[src/rtl/id_stage_pipe.sv]
// id_stage_pipe: MIPS decode stage with its own ID/EX register.
// It contains the valid/ready handshakes, operand selection, hazard stalls,
// branch/jump resolution and delay-slot tagging.
// Optional feature macro: ID_BYPASS_EN. When it is defined, EX/MEM results
// are forwarded and only load-use hazards stall. When it is undefined,
// operands come only from the regfile and any pending EX/MEM write to a
// read register stalls.
module id_stage_pipe #(
  parameter int DATA_W   = 32,
  parameter int REG_AW   = 5,
  parameter int ALUOP_W  = 8,
  parameter int ALUSEL_W = 3,
  parameter logic [DATA_W-1:0] RESET_PC = 32'h0000_0000
) (
  input  logic                clk,
  input  logic                rst,
  input  logic                in_valid,
  output logic                in_ready,
  input  logic [DATA_W-1:0]   pc_i,
  input  logic [31:0]         inst_i,
  input  logic                flush_i,
  output logic [REG_AW-1:0]   reg1_addr_o,
  output logic [REG_AW-1:0]   reg2_addr_o,
  input  logic [DATA_W-1:0]   reg1_data_i,
  input  logic [DATA_W-1:0]   reg2_data_i,
  input  logic                ex_wreg_i,
  input  logic                ex_is_load_i,
  input  logic [REG_AW-1:0]   ex_wd_i,
  input  logic [DATA_W-1:0]   ex_wdata_i,
  input  logic                mem_wreg_i,
  input  logic [REG_AW-1:0]   mem_wd_i,
  input  logic [DATA_W-1:0]   mem_wdata_i,
  output logic                branch_flag_o,
  output logic [DATA_W-1:0]   branch_target_o,
  output logic                out_valid,
  input  logic                out_ready,
  output logic [ALUOP_W-1:0]  aluop_o,
  output logic [ALUSEL_W-1:0] alusel_o,
  output logic [DATA_W-1:0]   reg1_o,
  output logic [DATA_W-1:0]   reg2_o,
  output logic [DATA_W-1:0]   link_addr_o,
  output logic [REG_AW-1:0]   wd_o,
  output logic                wreg_o,
  output logic                is_load_o,
  output logic                is_store_o,
  output logic                in_delay_slot_o,
  output logic [DATA_W-1:0]   pc_o,
  output logic [31:0]         inst_o
);

  // Primary opcodes
  localparam logic [5:0] OP_SPECIAL = 6'b000000, OP_J    = 6'b000010, OP_JAL   = 6'b000011;
  localparam logic [5:0] OP_BEQ     = 6'b000100, OP_BNE  = 6'b000101, OP_ADDIU = 6'b001001;
  localparam logic [5:0] OP_SLTI    = 6'b001010, OP_SLTIU = 6'b001011, OP_ANDI = 6'b001100;
  localparam logic [5:0] OP_ORI     = 6'b001101, OP_XORI = 6'b001110, OP_LUI   = 6'b001111;
  localparam logic [5:0] OP_LW      = 6'b100011, OP_SW   = 6'b101011;
  // SPECIAL function codes
  localparam logic [5:0] FN_SLL = 6'b000000, FN_SRL = 6'b000010, FN_SRA  = 6'b000011;
  localparam logic [5:0] FN_JR  = 6'b001000, FN_JALR = 6'b001001, FN_ADDU = 6'b100001;
  localparam logic [5:0] FN_SUBU = 6'b100011, FN_AND = 6'b100100, FN_OR  = 6'b100101;
  localparam logic [5:0] FN_XOR = 6'b100110, FN_NOR = 6'b100111, FN_SLT  = 6'b101010;
  localparam logic [5:0] FN_SLTU = 6'b101011;
  // ALU operation codes (0 is the NOP bubble)
  localparam logic [7:0] ALU_NOP  = 8'h00, ALU_AND = 8'h24, ALU_OR   = 8'h25, ALU_XOR = 8'h26;
  localparam logic [7:0] ALU_NOR  = 8'h27, ALU_ADDU = 8'h21, ALU_SUBU = 8'h23, ALU_SLT = 8'h2A;
  localparam logic [7:0] ALU_SLTU = 8'h2B, ALU_SLL = 8'h7C, ALU_SRL  = 8'h02, ALU_SRA = 8'h03;
  localparam logic [7:0] ALU_LW   = 8'hE3, ALU_SW  = 8'hEB, ALU_J    = 8'h4F, ALU_JAL = 8'h50;
  localparam logic [7:0] ALU_JR   = 8'h08, ALU_JALR = 8'h09, ALU_BEQ = 8'h51, ALU_BNE = 8'h52;
  // Result select codes
  localparam logic [2:0] SEL_NOP = 3'b000, SEL_LOGIC = 3'b001, SEL_SHIFT = 3'b010;
  localparam logic [2:0] SEL_ARITH = 3'b100, SEL_JB = 3'b110, SEL_LS = 3'b111;

  typedef enum logic [2:0] {BR_NONE, BR_EQ, BR_NE, BR_J, BR_JR} br_kind_t;

  logic [5:0]  op_s, funct_s;
  logic [4:0]  rs_s, rt_s, rd_s, sa_s;
  logic [15:0] imm_s;
  logic [DATA_W-1:0] sext_s, zext_s, pc_plus4_s, pc_plus8_s, br_off_s;

  assign op_s       = inst_i[31:26];
  assign rs_s       = inst_i[25:21];
  assign rt_s       = inst_i[20:16];
  assign rd_s       = inst_i[15:11];
  assign sa_s       = inst_i[10:6];
  assign funct_s    = inst_i[5:0];
  assign imm_s      = inst_i[15:0];
  assign sext_s     = {{(DATA_W-16){imm_s[15]}}, imm_s};
  assign zext_s     = {{(DATA_W-16){1'b0}}, imm_s};
  assign br_off_s   = {{(DATA_W-18){imm_s[15]}}, imm_s, 2'b00};
  assign pc_plus4_s = pc_i + DATA_W'(32'd4);
  assign pc_plus8_s = pc_i + DATA_W'(32'd8);

  assign reg1_addr_o = REG_AW'(rs_s);
  assign reg2_addr_o = REG_AW'(rt_s);

  logic [7:0]        aluop_s;
  logic [2:0]        alusel_s;
  logic              wreg_s, r1_read_s, r2_read_s, is_load_s, is_store_s, is_br_s, link_s;
  logic [REG_AW-1:0] wd_s;
  logic [DATA_W-1:0] imm1_s, imm2_s;
  br_kind_t          br_kind_s;

  // Instruction decode: op, destination, which ports are read, immediates
  always_comb begin
    aluop_s = ALU_NOP; alusel_s = SEL_NOP; wreg_s = 1'b0; wd_s = '0;
    r1_read_s = 1'b0; r2_read_s = 1'b0; imm1_s = '0; imm2_s = '0;
    is_load_s = 1'b0; is_store_s = 1'b0; is_br_s = 1'b0; link_s = 1'b0;
    br_kind_s = BR_NONE;
    case (op_s)
      OP_ORI:   begin aluop_s = ALU_OR;  alusel_s = SEL_LOGIC; wreg_s = 1'b1; wd_s = REG_AW'(rt_s); r1_read_s = 1'b1; imm2_s = zext_s; end
      OP_ANDI:  begin aluop_s = ALU_AND; alusel_s = SEL_LOGIC; wreg_s = 1'b1; wd_s = REG_AW'(rt_s); r1_read_s = 1'b1; imm2_s = zext_s; end
      OP_XORI:  begin aluop_s = ALU_XOR; alusel_s = SEL_LOGIC; wreg_s = 1'b1; wd_s = REG_AW'(rt_s); r1_read_s = 1'b1; imm2_s = zext_s; end
      OP_LUI:   begin aluop_s = ALU_OR;  alusel_s = SEL_LOGIC; wreg_s = 1'b1; wd_s = REG_AW'(rt_s); imm2_s = {imm_s, {(DATA_W-16){1'b0}}}; end
      OP_ADDIU: begin aluop_s = ALU_ADDU; alusel_s = SEL_ARITH; wreg_s = 1'b1; wd_s = REG_AW'(rt_s); r1_read_s = 1'b1; imm2_s = sext_s; end
      OP_SLTI:  begin aluop_s = ALU_SLT;  alusel_s = SEL_ARITH; wreg_s = 1'b1; wd_s = REG_AW'(rt_s); r1_read_s = 1'b1; imm2_s = sext_s; end
      OP_SLTIU: begin aluop_s = ALU_SLTU; alusel_s = SEL_ARITH; wreg_s = 1'b1; wd_s = REG_AW'(rt_s); r1_read_s = 1'b1; imm2_s = sext_s; end
      OP_LW:    begin aluop_s = ALU_LW; alusel_s = SEL_LS; wreg_s = 1'b1; wd_s = REG_AW'(rt_s); r1_read_s = 1'b1; imm2_s = sext_s; is_load_s = 1'b1; end
      OP_SW:    begin aluop_s = ALU_SW; alusel_s = SEL_LS; r1_read_s = 1'b1; r2_read_s = 1'b1; is_store_s = 1'b1; end
      OP_J:     begin aluop_s = ALU_J;   alusel_s = SEL_JB; is_br_s = 1'b1; br_kind_s = BR_J; end
      OP_JAL:   begin aluop_s = ALU_JAL; alusel_s = SEL_JB; is_br_s = 1'b1; br_kind_s = BR_J;
                      wreg_s = 1'b1; wd_s = REG_AW'(5'd31); link_s = 1'b1; end
      OP_BEQ:   begin aluop_s = ALU_BEQ; alusel_s = SEL_JB; is_br_s = 1'b1; br_kind_s = BR_EQ; r1_read_s = 1'b1; r2_read_s = 1'b1; end
      OP_BNE:   begin aluop_s = ALU_BNE; alusel_s = SEL_JB; is_br_s = 1'b1; br_kind_s = BR_NE; r1_read_s = 1'b1; r2_read_s = 1'b1; end
      OP_SPECIAL: begin
        case (funct_s)
          FN_AND:  begin aluop_s = ALU_AND;  alusel_s = SEL_LOGIC; wreg_s = 1'b1; wd_s = REG_AW'(rd_s); r1_read_s = 1'b1; r2_read_s = 1'b1; end
          FN_OR:   begin aluop_s = ALU_OR;   alusel_s = SEL_LOGIC; wreg_s = 1'b1; wd_s = REG_AW'(rd_s); r1_read_s = 1'b1; r2_read_s = 1'b1; end
          FN_XOR:  begin aluop_s = ALU_XOR;  alusel_s = SEL_LOGIC; wreg_s = 1'b1; wd_s = REG_AW'(rd_s); r1_read_s = 1'b1; r2_read_s = 1'b1; end
          FN_NOR:  begin aluop_s = ALU_NOR;  alusel_s = SEL_LOGIC; wreg_s = 1'b1; wd_s = REG_AW'(rd_s); r1_read_s = 1'b1; r2_read_s = 1'b1; end
          FN_ADDU: begin aluop_s = ALU_ADDU; alusel_s = SEL_ARITH; wreg_s = 1'b1; wd_s = REG_AW'(rd_s); r1_read_s = 1'b1; r2_read_s = 1'b1; end
          FN_SUBU: begin aluop_s = ALU_SUBU; alusel_s = SEL_ARITH; wreg_s = 1'b1; wd_s = REG_AW'(rd_s); r1_read_s = 1'b1; r2_read_s = 1'b1; end
          FN_SLT:  begin aluop_s = ALU_SLT;  alusel_s = SEL_ARITH; wreg_s = 1'b1; wd_s = REG_AW'(rd_s); r1_read_s = 1'b1; r2_read_s = 1'b1; end
          FN_SLTU: begin aluop_s = ALU_SLTU; alusel_s = SEL_ARITH; wreg_s = 1'b1; wd_s = REG_AW'(rd_s); r1_read_s = 1'b1; r2_read_s = 1'b1; end
          FN_SLL:  begin aluop_s = ALU_SLL;  alusel_s = SEL_SHIFT; wreg_s = 1'b1; wd_s = REG_AW'(rd_s); r2_read_s = 1'b1; imm1_s = DATA_W'(sa_s); end
          FN_SRL:  begin aluop_s = ALU_SRL;  alusel_s = SEL_SHIFT; wreg_s = 1'b1; wd_s = REG_AW'(rd_s); r2_read_s = 1'b1; imm1_s = DATA_W'(sa_s); end
          FN_SRA:  begin aluop_s = ALU_SRA;  alusel_s = SEL_SHIFT; wreg_s = 1'b1; wd_s = REG_AW'(rd_s); r2_read_s = 1'b1; imm1_s = DATA_W'(sa_s); end
          FN_JR:   begin aluop_s = ALU_JR;   alusel_s = SEL_JB; is_br_s = 1'b1; br_kind_s = BR_JR; r1_read_s = 1'b1; end
          FN_JALR: begin aluop_s = ALU_JALR; alusel_s = SEL_JB; is_br_s = 1'b1; br_kind_s = BR_JR; r1_read_s = 1'b1;
                         wreg_s = 1'b1; wd_s = REG_AW'(rd_s); link_s = 1'b1; end
          default: begin aluop_s = ALU_NOP; wreg_s = 1'b0; end
        endcase
      end
      default: begin aluop_s = ALU_NOP; wreg_s = 1'b0; end
    endcase
  end

  logic [DATA_W-1:0] fwd1_s, fwd2_s;
  logic              haz1_s, haz2_s, stall_s;

`ifdef ID_BYPASS_EN
  // Port 1 operand: r0, then EX result, then MEM result, then regfile
  always_comb begin
    if (reg1_addr_o == '0)                        fwd1_s = '0;
    else if (ex_wreg_i && ex_wd_i == reg1_addr_o)   fwd1_s = ex_wdata_i;
    else if (mem_wreg_i && mem_wd_i == reg1_addr_o) fwd1_s = mem_wdata_i;
    else                                          fwd1_s = reg1_data_i;
  end

  // Port 2 operand: same priority as port 1
  always_comb begin
    if (reg2_addr_o == '0)                        fwd2_s = '0;
    else if (ex_wreg_i && ex_wd_i == reg2_addr_o)   fwd2_s = ex_wdata_i;
    else if (mem_wreg_i && mem_wd_i == reg2_addr_o) fwd2_s = mem_wdata_i;
    else                                          fwd2_s = reg2_data_i;
  end

  // Only a load in EX cannot be bypassed: its data is not ready yet
  always_comb begin
    haz1_s = r1_read_s && (reg1_addr_o != '0) && ex_is_load_i && ex_wreg_i && (ex_wd_i == reg1_addr_o);
    haz2_s = r2_read_s && (reg2_addr_o != '0) && ex_is_load_i && ex_wreg_i && (ex_wd_i == reg2_addr_o);
  end
`else
  logic unused_fwd_s;
  assign unused_fwd_s = ^{ex_wdata_i, mem_wdata_i, ex_is_load_i};

  // Operands straight from the regfile, r0 forced to zero
  always_comb begin
    if (reg1_addr_o == '0) fwd1_s = '0;
    else                   fwd1_s = reg1_data_i;
    if (reg2_addr_o == '0) fwd2_s = '0;
    else                   fwd2_s = reg2_data_i;
  end

  // Without bypass any in-flight write to a read register must retire first
  always_comb begin
    haz1_s = r1_read_s && (reg1_addr_o != '0) &&
             ((ex_wreg_i && ex_wd_i == reg1_addr_o) || (mem_wreg_i && mem_wd_i == reg1_addr_o));
    haz2_s = r2_read_s && (reg2_addr_o != '0) &&
             ((ex_wreg_i && ex_wd_i == reg2_addr_o) || (mem_wreg_i && mem_wd_i == reg2_addr_o));
  end
`endif

  logic out_valid_q, accept_s;
  assign stall_s  = in_valid && (haz1_s || haz2_s);
  assign in_ready = !stall_s && (!out_valid_q || out_ready) && !flush_i;
  assign accept_s = in_valid && in_ready;

  logic              taken_s;
  logic [DATA_W-1:0] target_s;

  // Branch/jump resolution on the forwarded operands
  always_comb begin
    taken_s  = 1'b0;
    target_s = '0;
    case (br_kind_s)
      BR_EQ:   begin taken_s = (fwd1_s == fwd2_s); target_s = pc_plus4_s + br_off_s; end
      BR_NE:   begin taken_s = (fwd1_s != fwd2_s); target_s = pc_plus4_s + br_off_s; end
      BR_J:    begin taken_s = 1'b1; target_s = {pc_plus4_s[DATA_W-1:28], inst_i[25:0], 2'b00}; end
      BR_JR:   begin taken_s = 1'b1; target_s = fwd1_s; end
      default: begin taken_s = 1'b0; target_s = '0; end
    endcase
  end

  // A redirect only counts for an instruction actually leaving ID
  assign branch_flag_o   = accept_s && taken_s && !rst;
  assign branch_target_o = target_s;

  logic [ALUOP_W-1:0]  aluop_q, aluop_d;
  logic [ALUSEL_W-1:0] alusel_q, alusel_d;
  logic [DATA_W-1:0]   reg1_q, reg1_d, reg2_q, reg2_d, link_q, link_d, pc_q, pc_d;
  logic [REG_AW-1:0]   wd_q, wd_d;
  logic [31:0]         inst_q, inst_d;
  logic                out_valid_d, wreg_q, wreg_d, ld_q, ld_d, st_q, st_d;
  logic                ds_q, ds_d, ds_next_q, ds_next_d;

  // ID/EX next state: flush empties, accept loads, drain empties, else hold
  always_comb begin
    out_valid_d = out_valid_q; aluop_d = aluop_q; alusel_d = alusel_q;
    reg1_d = reg1_q; reg2_d = reg2_q; link_d = link_q; wd_d = wd_q;
    wreg_d = wreg_q; ld_d = ld_q; st_d = st_q; ds_d = ds_q;
    pc_d = pc_q; inst_d = inst_q; ds_next_d = ds_next_q;
    if (flush_i) begin
      out_valid_d = 1'b0;
      ds_next_d   = 1'b0;
    end else if (accept_s) begin
      out_valid_d = 1'b1;
      aluop_d     = ALUOP_W'(aluop_s);
      alusel_d    = ALUSEL_W'(alusel_s);
      reg1_d      = r1_read_s ? fwd1_s : imm1_s;
      reg2_d      = r2_read_s ? fwd2_s : imm2_s;
      link_d      = link_s ? pc_plus8_s : '0;
      wd_d        = wd_s;
      wreg_d      = wreg_s;
      ld_d        = is_load_s;
      st_d        = is_store_s;
      ds_d        = ds_next_q;
      pc_d        = pc_i;
      inst_d      = inst_i;
      ds_next_d   = is_br_s;
    end else if (out_ready) begin
      out_valid_d = 1'b0;
    end else begin
      out_valid_d = out_valid_q;
    end
  end

  // ID/EX register with synchronous reset
  always_ff @(posedge clk) begin
    if (rst) begin
      out_valid_q <= 1'b0; aluop_q <= '0; alusel_q <= '0;
      reg1_q <= '0; reg2_q <= '0; link_q <= '0; wd_q <= '0;
      wreg_q <= 1'b0; ld_q <= 1'b0; st_q <= 1'b0; ds_q <= 1'b0;
      pc_q <= RESET_PC; inst_q <= 32'h0000_0000; ds_next_q <= 1'b0;
    end else begin
      out_valid_q <= out_valid_d; aluop_q <= aluop_d; alusel_q <= alusel_d;
      reg1_q <= reg1_d; reg2_q <= reg2_d; link_q <= link_d; wd_q <= wd_d;
      wreg_q <= wreg_d; ld_q <= ld_d; st_q <= st_d; ds_q <= ds_d;
      pc_q <= pc_d; inst_q <= inst_d; ds_next_q <= ds_next_d;
    end
  end

  assign out_valid       = out_valid_q;
  assign aluop_o         = aluop_q;
  assign alusel_o        = alusel_q;
  assign reg1_o          = reg1_q;
  assign reg2_o          = reg2_q;
  assign link_addr_o     = link_q;
  assign wd_o            = wd_q;
  assign wreg_o          = wreg_q;
  assign is_load_o       = ld_q;
  assign is_store_o      = st_q;
  assign in_delay_slot_o = ds_q;
  assign pc_o            = pc_q;
  assign inst_o          = inst_q;

endmodule
[config.mk]
export PLATFORM = sky130hd
export DESIGN_NAME = id_stage_pipe
export DESIGN_NICKNAME = d
export VERILOG_FILES = /design/src/rtl/id_stage_pipe.sv
export SDC_FILE = /design/constraint.sdc
export NUM_CORES = 1
export LEC_CHECK = 0
export ABC_AREA = 1
export BUFFER_PORTS_ARGS = -buffer_cell sky130_fd_sc_hd__clkbuf_2
export CORE_AREA = 2 2 168 170
export CTS_CLUSTER_SIZE = 25
export DETAILED_ROUTE_END_ITERATION = 6
export DIE_AREA = 0 0 170 172
export PLACE_DENSITY = 0.85
export SYNTH_ARGS = -nofsm -noshare
export SYNTH_HDL_FRONTEND = slang
export SYNTH_SLANG_ARGS = --single-unit
[constraint.sdc]
create_clock -name clk -period 5.17 [get_ports clk]
set_clock_uncertainty 0.2 [all_clocks]
set_input_delay 1.034 -clock clk [delete_from_list [all_inputs] [get_ports clk]]
set_output_delay 1.034 -clock clk [all_outputs]
set_load 0.05 [all_outputs]
==> results.md, run 1 <==
* Clk slew on worst S/H paths at 70 ps
* Synth top area share at 0.268
* Initial cell density of the core at 0.495
* Crit end category: output pin
* Slowest CP cell: ha_4
* Startpoint Class: input pin
* Critical path's largest stage delay at 310 ps
* Number of synthesized register bits at 182
* Die area at 29200 µm²
* Mapped Nets at 2589
* # setup viols final at 3
* Power, Total at 4.63 mW
* Cell Area, Placed at 16900 µm²
* Dominant cell type by area after synthesis: dfxtp_1
* Drt via density at 5.36
* Comb power frac at 0.349
* Hpwl dp at 43300 µm
* Clk sink count at 182
* Netlist area before placement at 13600 µm²
* Nets@finish at 3070
* Leakage Power at 10.3 nW
* Worst-path cell chain: buf_8 -> ha_4 -> nand2_4 -> nor2_4 -> nand2_2 -> nor3_4 -> nand3_1 -> xor2_1 -> nand2_1 -> o21ai_1 -> inv_2 -> ha_4 -> nand2_4 -> buf_4 -> o21ai_2 -> a21oi_2 -> buf_4 -> or2_4 -> nand4_1 -> nand2_1 -> o21bai_4 -> buf_12
* Core ar. at 27500 µm²
* Die H at 172 µm
* Clock root cell: clkbuf_16
* Relative slew slack at 0.328
* First-pass GRT wire length at 84400 µm
* Int Pwr at 2.76 mW
* Ranking of synthesized cells by area: dfxtp_1 (27%), nand2_1 (18%), nor2_1 (11%)
* Slew Viols, Final at 0
* Initial drt markers at 1861
* Most frequent cells in the layout: nand2_1 (606), nor2_1 (387), inv_1 (385)
* Avg Cell Area, Syn at 5.81 µm²
* Req. time, crit path at 3940 ps
* Failing checks: negative setup slack
* Input/output buffers at 369
* YS warnings at 0
* CP max FO at 3
* TritonCTS clock tree: yes
* Setup Crit Path Kind: input pin to output pin
* RSZ-0062 raised after global routing: yes
* Final worst setup slack at -33.0 ps
* # rows at 61
* Seq pwr share at 0.334
* Die Width at 170 µm
* GRT Total Usage at 0.373
* Achievable Freq at 192 MHz
* Min-Delay Path Class: register to register
* Antenna viol nets, final at 0
* Worst path buffer plus inverter count at 5
* Clock power frac at 0.317
* Fraction of layout cells with a size suffix above 1 at 0.282
* CTS buffer count at 17
* Final period utilization at 1.01
* Final critical-path required period at 5200 ps
* Drt total wl at 57000 µm
* Initial antenna violation count at 3
* Area grow syn2layout at 37.4%
* Remaining Overflow, GRT at 0
* DRC viols at 0
* Clock Tree Buf Depth at 2
* Post-synth top flop: dfxtp_1
* Arrival time at the worst endpoint at 3970 ps
* Routed len/inst at 17.9 µm
* Status: finished with violations
* Register area share after synthesis at 0.268
* IO Pins at 435
* First drt pass iteration count at 6
* Finished Cell Area at 18700 µm²
* GPL Wtd Cong at 0.975
* Vias at 17042
* NetSw at 1.87 mW
* Worst slew pin tran at 1010 ps
* Mapped Cells at 2339
* Sw frac at 0.404
* Vias in the first global route at 15675
* Final count of hold timing violations at 0
* H-tree Lvls at 4
* Post-synth EDFFs at 0
* VDD IR max at 0.000161 V
* Maxcap violations at 0
* Synth unique cells at 44
* Fraction of registers with async set/reset at 0
* Most common cell after layout, fill and taps aside: nand2_1
* Cell family with most CP delay: simple AND/OR/NAND/NOR gates
* Power density over the cells at 248 nW/µm²
* Largest net degree at the start of global routing at 97
* Clock Latency Late Sink at 460 ps
-- cell usage after synthesis (all sizes together) (10+ instances only) --
library cell,n
nand2,636
nor2,420
inv,404
dfxtp,182
o21ai,133
a21oi,93
nand3,84
buf,54
clkbuf,52
ha,39
nand4,36
nor3,36
xor2,32
o22ai,24
o221ai,18
o21bai,17
xnor2,15
or2,12
o21a,11
a22oi,10
-- area by class of cell --
class,count,area (µm²)
Fill cell,2391,8800
Multi-Input combinational cell,1647,8710
Timing Repair Buffer,568,3720
Sequential cell,182,3640
Inverter,404,1520
Tap cell,346,433
Clock buffer,17,425
Clock inverter,15,210
Antenna cell,1,2.50
-- worst reg2reg max path, stage by stage (launching register included) --
cell	delay [ps]
dfxtp_1	370
a21oi_1	100
buf_4	190
nand4_4	110
buf_4	350
buf_4	730
nand2_1	210
nand2_1	110
nor2_1	50
-- power groups by stage --
stage          Sequential [mW]  Combinational (mW)  Clock (mW)
2_1_floorplan             1.89               0.646           0
3_3_place_gp              1.57                1.44           0
3_5_place_dp              1.58                1.46           0
4_1_cts                   1.55                1.52        1.47
5_1_grt                   1.56                1.74        1.52
6_report                  1.55                1.62        1.47
-- timing repair --
item,CTS,global route
gates cloned,0,0
gates resized for setup,112,142
endpoints found under the setup margin,18,21
hold buffers,0,0
setup buffers,8,14
pin swaps,36,79
-- per-stage QoR --
step / util / hold WS, ps / std cells / setup WS [ps] / TNS (ps)
after global placement: 0.614 / 255 / 3126 / -349 / -3500
after global routing: 0.679 / 298 / 3179 / -168 / -1240
after CTS: 0.655 / 275 / 3166 / -90.2 / -488
final: 0.680 / 273 / 3180 / -33.0 / -41.4
after floorplan: - / 255 / 2339 / -35.4 / -35.4
after detailed placement: 0.614 / 263 / 3126 / -452 / -4930
-- final timing paths --
kind / startpoint / endpoint / slack, ps / cells after the start
hold reg to reg: link_addr_o[0] / link_addr_o[0] / 270 / 2
setup / recovery: pc_i[4] / branch_target_o[28] / -30 / 22
hold / removal: link_addr_o[0] / link_addr_o[0] / 270 / 2
setup reg to reg: out_valid / inst_o[24] / 2660 / 8
-- kinds of logic (layout without fill, tap and decap cells) --
kind of cell / count (synthesis) / after routing / share of synthesized area
XOR/XNOR: 47 / 47 / 0.0303
AND/OR/NAND/NOR: 1233 / 1233 / 0.367
AO/OA/AOI/OAI: 327 / 327 / 0.139
buffers and inverters: 510 / 1004 / 0.158
other: 0 / 1 / 0
adder cells (fa/ha/maj): 40 / 40 / 0.0374
flip-flops: 182 / 182 / 0.268
-- state kept, by name (all words and copies together) (netlist names), 3 cells and up --
| register | count |
|---|---|
| inst_o | 32 |
| aluop_o | 8 |
| link_addr_o | 32 |
| wd_o | 5 |
| reg1_o | 32 |
| pc_o | 32 |
| reg2_o | 32 |
| alusel_o | 3 |
-- layer usage --
layer  track usage  vias to the layer above  routed length [µm]
met5             0                        -                  15
met4         0.219                        2                3390
met3        0.0861                      205                5760
met2         0.623                      949               26300
met1         0.441                     7701               21500
li1              -                     8185                   -
(Power assumes the default switching activity.)
==> run 2, diff against run 1 <==
==> config.mk (replaced) <==
export PLATFORM = sky130hd
export DESIGN_NAME = id_stage_pipe
export DESIGN_NICKNAME = d
export VERILOG_FILES = /design/src/rtl/id_stage_pipe.sv
export SDC_FILE = /design/constraint.sdc
export NUM_CORES = 1
export LEC_CHECK = 0
export BUFFER_PORTS_ARGS = -buffer_cell sky130_fd_sc_hd__clkbuf_2
export CORE_AREA = 2 2 170 172
export CTS_CLUSTER_SIZE = 25
export DETAILED_ROUTE_END_ITERATION = 6
export DIE_AREA = 0 0 172 174
export PLACE_DENSITY = 0.76
export SYNTH_ARGS = -nofsm -noshare
export SYNTH_HDL_FRONTEND = slang
export SYNTH_SLANG_ARGS = --single-unit
==> results.md, run 2 <==
* Ranking of synthesized cells by area: dfxtp_1 (32%), nand2_1 (8.9%), a21oi_1 (5.9%)
* Area grow syn2layout at 46.6%
* Initial drt markers at 1215
* CP max FO at 4
* Mapped Nets at 1793
* Avg Cell Area, Syn at 7.49 µm²
* Clock Tree Buf Depth at 2
* Die area at 29900 µm²
* Most common cell after layout, fill and taps aside: clkbuf_2
* Number of synthesized register bits at 182
* GPL Wtd Cong at 0.924
* Startpoint Class: input pin
* First drt pass iteration count at 5
* Post-synth top flop: dfxtp_1
* H-tree Lvls at 4
* Post-place setup slack at -460 ps
* Die Width at 172 µm
* RSZ-0062 raised after global routing: yes
* Core ar. at 28200 µm²
* Failing checks: negative setup slack
* Most frequent cells after synthesis: nand2_1 (273), dfxtp_1 (182), a21oi_1 (136)
* Setup TNS at -1810 ps
* # setup viols final at 14
* Synth top area share at 0.315
* Die H at 174 µm
* Hpwl dp at 37300 µm
* Worst slew pin tran at 982 ps
* # hold bufs at CTS at 0
* Fraction of registers with async set/reset at 0
* Final critical-path required period at 5400 ps
* Min-Delay Path Class: register to register
* Vias in the first global route at 13141
* Final count of hold timing violations at 0
* Power, Total at 4.15 mW
* Largest net degree at the start of global routing at 89
* Clock root cell: clkbuf_16
* First-pass GRT wire length at 75500 µm
* Register area share after synthesis at 0.315
* Achievable Freq at 185 MHz
* VDD IR max at 0.000178 V
* Routed len/inst at 21.3 µm
* Clk slew on worst S/H paths at 80 ps
* Setup Crit Path Kind: input pin to output pin
* GRT Total Usage at 0.327
* Nets@finish at 2247
* Synth unique cells at 70
* Vias at 13990
* Slew Viols, Final at 0
* Final worst setup slack at -226 ps
* DRC viols at 0
* Input/output buffers at 369
* Clock Latency Late Sink at 450 ps
* Initial cell density of the core at 0.409
* Relative slew slack at 0.345
* Drt via density at 5.84
* Finished Layout Cells at 2395
* Mapped Cells at 1543
* Crit end category: output pin
* Arrival time at the worst endpoint at 4160 ps
* CTS buffer count at 17
* Drt total wl at 51000 µm
* Post-Route Utilization at 0.600
* Most frequent cells in the layout: clkbuf_2 (330), nand2_1 (259), buf_4 (191)
* TritonCTS clock tree: yes
* Req. time, crit path at 3940 ps
* Dpl cells at 2331
* Maxcap violations at 0
* Leakage Power at 7.23 nW
* Antenna viol nets, final at 0
* Remaining Overflow, GRT at 0
* YS warnings at 0
* Fraction of layout cells with a size suffix above 1 at 0.374
* IO Pins at 435
* # rows at 62
* Dominant cell type by area after synthesis: dfxtp_1
* Post-synth EDFFs at 0
* Status: finished with violations
* Final period utilization at 1.04
* Clk sink count at 182
* Netlist area before placement at 11600 µm²
* Most frequent cell after synthesis: nand2_1
* Initial antenna violation count at 1
* Power density over the cells at 245 nW/µm²
## run 2: cell count changes after synthesis, moves of 24 or more
cell / change
inv_1: -377
nand2_1: -361
nor2_1: -334
o21ai_1: -44
a21oi_1: +43
clkbuf_1: +40
xnor2_1: +35
a22oi_1: +33
xor2_1: +33
o22ai_1: +27
a211oi_1: +24
a221oi_1: +24
## run 2: metrics by stage
stage	hold slack [ps]	area, µm²
floorplan	232	11800
global placement	237	15200
detailed placement	246	15200
CTS	256	16300
global route	269	16900
finish	254	16900
## run 2: cell type report
cell class                      instances  area [µm²]
Multi-Input combinational cell       1198        8130
Fill cell                            2556       11300
Antenna cell                            1        2.50
Tap cell                              384         480
Sequential cell                       182        3640
Clock buffer                           19         453
Timing Repair Buffer                  576        4000
Clock inverter                         13         136
Inverter                               22        85.1
## run 2: critical path, stage by stage
cell	delay (ps)
clkbuf_16	120
ha_4	140
nand3_4	90
buf_4	150
buf_6	120
nor2_2	120
nand2_1	110
xnor2_2	170
ha_1	370
nand3_2	120
o22ai_2	170
a21oi_2	60
o21ai_1	130
buf_4	160
a31oi_4	110
nor4b_2	380
a211oi_2	150
o31ai_4	250
buf_12	180
## run 2: report_power, final
group	switching [mW]	internal, mW
Clock	0.649	0.706
Combinational	0.835	0.475
Sequential	0.0284	1.46
Total	1.51	2.64
## run 2: cell families after synthesis
| logic type | after synthesis | synth area share |
|---|---|---|
| and+or+nand+nor | 591 | 0.233 |
| AOI/OAI and AO/OA | 450 | 0.253 |
| DFF | 182 | 0.315 |
| buffers and inverters | 163 | 0.0654 |
| xor gates and xnor gates | 115 | 0.0872 |
| adders and majority gates | 40 | 0.0440 |
| muxes | 2 | 0.00173 |
## run 2: repair_timing
action | CTS | global route
setup buffers | 14 | 20
pin swaps | 41 | 60
endpoints found under the setup margin | 17 | 17
gates resized for setup | 76 | 100
## run 2: path summary, 6_finish.rpt
check	start	depth (start not counted)	endpoint	slack (ps)
setup / recovery	pc_i[3]	19	branch_target_o[31]	-230
hold / removal	reg1_o[11]	2	reg1_o[11]	250
hold reg to reg	reg1_o[11]	2	reg1_o[11]	250
setup reg to reg	out_valid	8	reg2_o[16]	2700
## run 2: per-layer routing
layer	GRT usage	vias to the layer above	share of wire
met5	0	-	0
met4	0.187	0	0.056
met3	0.0767	152	0.098
met2	0.519	762	0.46
met1	0.404	6613	0.39
li1	-	6463	-
